===== config.mk =====
export PLATFORM = sky130hd
export DESIGN_NAME = interrupt_controller
export DESIGN_NICKNAME = d
export VERILOG_FILES = /design/src/rtl/interrupt_controller.sv
export SDC_FILE = /design/constraint.sdc
export NUM_CORES = 1
export LEC_CHECK = 0
export CORE_MARGIN = 2
export CORE_UTILIZATION = 45
export CTS_CLUSTER_DIAMETER = 60
export DETAILED_ROUTE_END_ITERATION = 8
export GPL_TIMING_DRIVEN = 0
export HOLD_SLACK_MARGIN = 0.06
export MAX_ROUTING_LAYER = met4
export PLACE_DENSITY = 0.81
export SLEW_MARGIN = 20
export SYNTH_ARGS = -nofsm -noshare
export SYNTH_HDL_FRONTEND = slang
export SYNTH_SLANG_ARGS = --single-unit

===== constraint.sdc =====
create_clock -name clk -period 2.19 [get_ports clk]
set_clock_uncertainty 0.2 [all_clocks]
set_input_delay 0.219 -clock clk [delete_from_list [all_inputs] [get_ports clk]]
set_output_delay 0.219 -clock clk [all_outputs]
set_load 0.02 [all_outputs]

===== src/rtl/interrupt_controller.sv =====
// Interrupt entry/exit sequencer: NMI edge detect, maskable INT, one nesting level (NMI over INT).
// Optional INTC_INT_LATCH_EN makes INT rising-edge latched instead of level sensitive.
module interrupt_controller #(
    parameter int unsigned WIDTH      = 32,
    parameter int unsigned NMI_VECTOR = 27,
    parameter int unsigned INT_VECTOR = 28
) (
    input  logic             clk,
    input  logic             rst,
    input  logic             NMI,
    input  logic             INT,
    input  logic             INT_Disable,
    input  logic             fetch_boundary,
    input  logic             iret,
    input  logic [WIDTH-1:0] pc_in,
    output logic [1:0]       int_src,
    output logic [WIDTH-1:0] epc,
    output logic [WIDTH-1:0] nmi_vec,
    output logic [WIDTH-1:0] int_vec,
    output logic             INA,
    output logic             in_service
);

    typedef enum logic [1:0] {
        IDLE         = 2'd0,
        SVC_INT      = 2'd1,
        SVC_NMI      = 2'd2,
        SVC_NMI_NEST = 2'd3
    } state_t;

    state_t           state_q, state_d;
    logic             nmi_q, nmi_d;
    logic             nmi_pending_q, nmi_pending_d;
    logic [WIDTH-1:0] epc_int_q, epc_int_d;
    logic [WIDTH-1:0] epc_nmi_q, epc_nmi_d;
    logic             nmi_edge;
    logic             int_ok;
    logic             take_nmi;
    logic             take_int;

    assign nmi_vec = WIDTH'(NMI_VECTOR);
    assign int_vec = WIDTH'(INT_VECTOR);

    assign nmi_d    = NMI;
    assign nmi_edge = NMI & ~nmi_q;

`ifdef INTC_INT_LATCH_EN
    logic int_q, int_d;
    logic int_pending_q, int_pending_d;

    assign int_d         = INT;
    assign int_pending_d = (int_pending_q & ~take_int) | (INT & ~int_q);
    assign int_ok        = int_pending_q & ~INT_Disable;

    always_ff @(posedge clk) begin
        if (rst) begin
            int_q         <= 1'b0;
            int_pending_q <= 1'b0;
        end else begin
            int_q         <= int_d;
            int_pending_q <= int_pending_d;
        end
    end
`else
    assign int_ok = INT & ~INT_Disable;
`endif

    // int_src and INA are Mealy so the PC register loads the vector on the same edge.
    always_comb begin
        state_d   = state_q;
        int_src   = 2'b00;
        INA       = 1'b0;
        take_nmi  = 1'b0;
        take_int  = 1'b0;
        epc_int_d = epc_int_q;
        epc_nmi_d = epc_nmi_q;
        case (state_q)
            IDLE: begin
                if (fetch_boundary && nmi_pending_q) begin
                    int_src   = 2'b01;
                    take_nmi  = 1'b1;
                    epc_nmi_d = pc_in;
                    state_d   = SVC_NMI;
                end else if (fetch_boundary && int_ok) begin
                    int_src   = 2'b10;
                    INA       = 1'b1;
                    take_int  = 1'b1;
                    epc_int_d = pc_in;
                    state_d   = SVC_INT;
                end
            end
            SVC_INT: begin
                if (iret) begin
                    int_src = 2'b11;
                    state_d = IDLE;
                end else if (fetch_boundary && nmi_pending_q) begin
                    int_src   = 2'b01;
                    take_nmi  = 1'b1;
                    epc_nmi_d = pc_in;
                    state_d   = SVC_NMI_NEST;
                end
            end
            SVC_NMI: begin
                if (iret) begin
                    int_src = 2'b11;
                    state_d = IDLE;
                end
            end
            SVC_NMI_NEST: begin
                if (iret) begin
                    int_src = 2'b11;
                    state_d = SVC_INT;
                end
            end
            default: state_d = IDLE;
        endcase
        nmi_pending_d = (nmi_pending_q & ~take_nmi) | nmi_edge;
    end

    always_comb begin
        case (state_q)
            SVC_INT:              epc = epc_int_q;
            SVC_NMI, SVC_NMI_NEST: epc = epc_nmi_q;
            default:              epc = '0;
        endcase
    end

    assign in_service = (state_q != IDLE);

    always_ff @(posedge clk) begin
        if (rst) begin
            state_q       <= IDLE;
            nmi_q         <= 1'b0;
            nmi_pending_q <= 1'b0;
            epc_int_q     <= '0;
            epc_nmi_q     <= '0;
        end else begin
            state_q       <= state_d;
            nmi_q         <= nmi_d;
            nmi_pending_q <= nmi_pending_d;
            epc_int_q     <= epc_int_d;
            epc_nmi_q     <= epc_nmi_d;
        end
    end

endmodule


## Word level (Yosys, flattened, before mapping)

Index checks and enable logic that the tools add are counted.

- Muxes and demuxes: 23
- Reduce and logical (&&, ||, !) cells: 9
- Bitwise logic cells: 8
- Equal/unequal tests: 8

Operators by type and width:

| operator | number |
|---|---|
| 32-bit one-hot mux with 2 select lines | 2 |
| 32-bit 2-to-1 mux | 2 |
| 2-bit 2-to-1 mux | 10 |
| 2-bit one-hot mux with 4 select lines | 1 |
| 1-bit 2-to-1 mux | 6 |
| 2-bit != test (second input constant) | 3 |
| 3-bit != test (second input constant) | 2 |
| 2-bit one-hot mux with 3 select lines | 1 |
| 2-bit equality test (second input constant) | 2 |
| 1-bit NOT | 4 |
| 4-bit AND reduction | 1 |
| 2-bit nonzero test | 2 |
| 1-bit bitwise AND | 3 |
| 3-bit AND reduction | 1 |
| 2-bit by 1-bit equality test with 1-bit output (second input constant) | 1 |
| 1-bit logical AND | 2 |
| 2-bit zero test | 1 |
| 1-bit one-hot mux with 2 select lines | 1 |
| 2-bit AND reduction | 1 |
| 2-bit OR reduction | 1 |
| 1-bit OR | 1 |

- Output and inout bits: 100
- Bits of input ports: 39
- Register bits: 68
- Logic and storage cells: 53

## Logic depth before layout (Yosys ltp)

- Depth after elaboration: 7
- Depth in mapped cells: 7
- Mapped depth without buffers: 4

## Worst setup path after synthesis

No wires, ideal clock.

- Path kind: register to output
- Start point: reg state_q[0]
- End point: out int_src[1]
- Arrival: 1.427 ns
- Required time: 1.771 ns
- Path buffers: 3
- Slack: 0.344 ns
- Stages on the path, launching flop included: 7
- Cells stage by stage: dfxtp_1 buf_6 or2_4 or3_1 buf_2 buf_6 nand2_1

- Cells in the longest elaborated chain, start to end: 3
- Elaborated cells between the ends (all ways): 6
- Classes of those cells: eq/ne (3); mux (1); reduce/logical (2)

Ends and longest elaborated chain:

| item | line | text |
|---|---|---|
| start, declared | 31 | `state_t state_q, state_d;` |
| start signal, assigned | 138 | `state_q <= state_d;` |
| 2-bit equality test | 77 | `case (state_q)` |
| 2-bit OR reduction (no source line) | - |  |
| 2-bit one-hot mux with 3 select lines (*) | 77 |  |
| end, declared | 16 | `output logic [1:0] int_src,` |

Mark *: on every way between the ends. The rest lies on a longest branch, timed or not.

## Worst setup path after layout

- Start point: reg state_q[0]
- End point: out INA

- Cells in the longest elaborated chain, start to end: 2

Ends and longest elaborated chain:

| item | line | text |
|---|---|---|
| 2-bit zero test | 77 |  |
| 1-bit 2-to-1 mux | 77 |  |
| end, declared | 20 | `output logic INA,` |

Every way passes these cells.

==> run_results.csv <==
group,metric,value,unit
cells_and_area,final_non_filler_cell_total,686,
placed_design,dpl_cell_area,0.00482,sq mm
power_and_ir_drop,irDropWorstVdd,0.336,mV
detailed_routing,detailroute.via_count,3099,
yosys,post-synth-top-area-cell,"dfxtp_1",
floorplan,fp.dieArea,0.00902,sq mm
yosys,async_flop_share,0,
clocking,cts_max_level,3,
clocking,clk_transition_reported_paths,0.07,ns
detailed_routing,routed_via_density,4.52,
timing,maxSlewHeadroom,0.640,
floorplan,die_height,95.0,microns
yosys,synth_cells,419,
yosys,distinct_cell_type_count_of_the_synthesized_netlist,24,
cells_and_area,area_delta_synth_final,35.8,%
yosys,synth.top_cell.area_share,0.365,
power_and_ir_drop,post-layout-total-power,2.98,mW
yosys,synthesis.yosys.warnings,0,
setup_path,cp-startpoint,"state_q[0]$_SDFFE_PP0P_",
detailed_routing,route.detailed.drc,0,
power_and_ir_drop,p_leak,2.40,nW
setup_path,worstReg2RegEnd,"epc_int_q[0]$_SDFFE_PP0P_",
setup_path,worst_setup_path_end_kind,"primary output",
setup_path,setup.reg_to_reg.worst_slack,0.26,ns
timing,highest_clock_frequency_the_design_can_meet,0.466,GHz
clocking,number_of_cts_inserted_buffers,9,
timing,setup_slack,0.0452,ns
power_and_ir_drop,power_density,590,mW/mm^2
detailed_routing,wirelength,9020,microns
run,cap_viol_max_count,0,
global_route,global_route_wire_length_before_repair,13900,microns
setup_path,worst_path_maximum_fanout,9,
timing,share_of_the_cycle_needed_by_the_critical_path_after_routing,0.979,
clocking,cts_tree,"yes",
setup_path,critical_path.startpoint_type,"register",
timing,min_period,2.14,ns
global_route,first_global_vias,3007,
floorplan,die_x,95.0,microns
clocking,insertion_delay,0.34,ns
cells_and_area,drive_above_1_share,0.225,
yosys,synth.ff_latch_count,68,
clocking,max_root_sink_buffers,2,
placed_design,gpl.final_weighted_congestion,0.830,
setup_path,critical_path.endpoint,"INA",
yosys,yosys_most_used_dff,"dfxtp_1",
detailed_routing,antenna_left,0,
global_route,antenna_found_initial,0,
floorplan,std_cell_rows,33,
min_path,hold_class,"register to register",
detailed_routing,drt_iter0_drcs,72,
detailed_routing,wl_per_cell,13.1,microns
setup_path,critPathRequiredTime,1.77,ns
setup_path,ff2ff_path_depth,7,
cells_and_area,num-fill-cells,695,
setup_path,timing.rr.start,"state_q[0]$_SDFFE_PP0P_",
floorplan,io-pin-count,139,
timing,finalSetupViolations,0,
global_route,grt_start_max_net_pins,12,
yosys,synth_edf_count,0,
cells_and_area,final-seq-area,0.00136,sq mm
placed_design,detailed_place_hpwl,6520,microns
placed_design,place.detailed.instances,659,
clocking,clock_sink_count,68,
global_route,grt_overflow,0,
cells_and_area,multi_input_combinational_cell_area,0.00196,sq mm
timing,tightestPinTransition,0.540,ns
setup_path,critical_path_arrival,1.73,ns
cells_and_area,stdcell_area,0.00506,sq mm
run_status,outcome,"completed",
yosys,synth.yosys.seq_area_share,0.365,
yosys,synth_area_leaders,"dfxtp_1 (37%), mux2i_1 (17%), nand2b_1 (16%)",
placed_design,dp_slack,-0.463,ns
yosys,post_synth.cell_area_avg,8.89,sq um
timing,timing.final.hold_violations,0,
cells_and_area,antenna_cells,0,
placed_design,numPortBuffers,73,
timing,timing.final.max_slew_violations,0,
setup_path,timing_worst_setup_path_type,"register to primary output",
yosys,synth_area,0.00372,sq mm
global_route,grt_util_all_layers,0.207,
detailed_routing,dr.pass1.iters,4,
floorplan,initial_utilization,0.458,
floorplan,placeableCoreArea,0.00813,sq mm
clocking,root_buffer,"clkbuf_8",
cells_and_area,nets_finish,615,
flip-flops by register name (all words and copies together) (netlist names):
name           flops
epc_int_q         32
nmi_pending_q      1
nmi_q              1
epc_nmi_q         32
state_q            2
timing repair:
action	4_1_cts	5_1_grt
cloned	0	0
hold buffers	1	0
gates resized for setup	70	44
endpoints found under the setup margin	35	29
endpoints found under the hold margin	1	0
pin swaps	0	2
buffers inserted	2	10
worst max-delay path, cell delays in order (launching register included):
cell and delay (ns):
dfxtp_2 0.32, buf_6 0.12, or2_4 0.22, or3_4 0.41
buf_12 0.16, inv_12 0.05, buf_8 0.10
worst min path at each step:
stage / from / end / slack, ns / cells past startpoint
final: nmi_q$_SDFF_PP0_ / nmi_pending_q$_SDFF_PP0_ / 0.24 / 1
after global routing: nmi_q$_SDFF_PP0_ / nmi_pending_q$_SDFF_PP0_ / 0.26 / 1
after CTS: nmi_q$_SDFF_PP0_ / nmi_pending_q$_SDFF_PP0_ / 0.24 / 1
after detailed placement: nmi_q$_SDFF_PP0_ / nmi_pending_q$_SDFF_PP0_ / 0.23 / 1
after global placement: nmi_q$_SDFF_PP0_ / nmi_pending_q$_SDFF_PP0_ / 0.22 / 1
after floorplan: NMI / nmi_q$_SDFF_PP0_ / 0.15 / 2
synthesized netlist by cell type (2+ instances only):
cell / number
buf_4: 66
mux2i_1: 64
buf_2: 2
conb_1: 2
nand2_1: 47
a21oi_1: 2
buf_6: 4
clkbuf_1: 20
nand2b_1: 97
dfxtp_1: 68
o21ai_1: 23
nor2b_1: 2
a22o_1: 10
inv_1: 2
placed cells by master, fill, tap and decap left out, drive strengths merged, types with 3 or more instances in the layout:
cell type      netlist  final
nand2b              97     97
buf                 72     86
dfxtp               68     68
mux2i               64     64
conb                 2     64
nand2               47     47
clkbuf              20     47
clkdlybuf4s50        0     38
o21ai               24     24
a22o                10     10
clkdlybuf4s15        0      8
dlygate4sd2          0      7
clkinv               0      4
inv                  3      3
cell type report:
type | instances | share of cell area
Inverter | 3 | 0.00470
Tap cell | 105 | 0.0260
Sequential cell | 68 | 0.269
Timing Repair Buffer | 86 | 0.146
Buffer | 90 | 0.127
Clock buffer | 11 | 0.0299
Multi-Input combinational cell | 318 | 0.387
Clock inverter | 5 | 0.00989
power by group:
part | total, mW | switching [mW] | internal [mW]
clock | 1.04 | 0.463 | 0.580
sequential | 1.32 | 0.0305 | 1.29
combinational | 0.620 | 0.327 | 0.294
through the flow:
stage | hold WS, ns | utilization | setup TNS, ns
after CTS | 0.243 | 0.623 | -0.0140
after global routing | 0.262 | 0.622 | -0.000527
after floorplan | 0.153 | - | 0
after detailed placement | 0.232 | 0.593 | -10.65
final | 0.238 | 0.622 | 0
after global placement | 0.221 | 0.593 | -11.34
cells by family (layout without fill, tap and decap cells):
group           count (synthesis)  after routing  share of synthesized area
compound gates                 38             38                     0.0628
buf+inv                        95            195                      0.173
flops                          68             68                      0.365
mux                            64             64                      0.172
other cells                     2             64                    0.00202
simple gates                  152            152                      0.225
per-layer routing:
metal | vias up | wire length (microns) | part of all wire | track usage
met4 | 0 | 126 | 0.014 | 0.0942
met1 | 1407 | 3810 | 0.42 | 0.235
met2 | 134 | 4360 | 0.48 | 0.351
li1 | 1547 | - | - | -
met5 | - | 0 | 0 | -
met3 | 11 | 714 | 0.079 | 0.0399
Power figures use the tool's default switching activity.
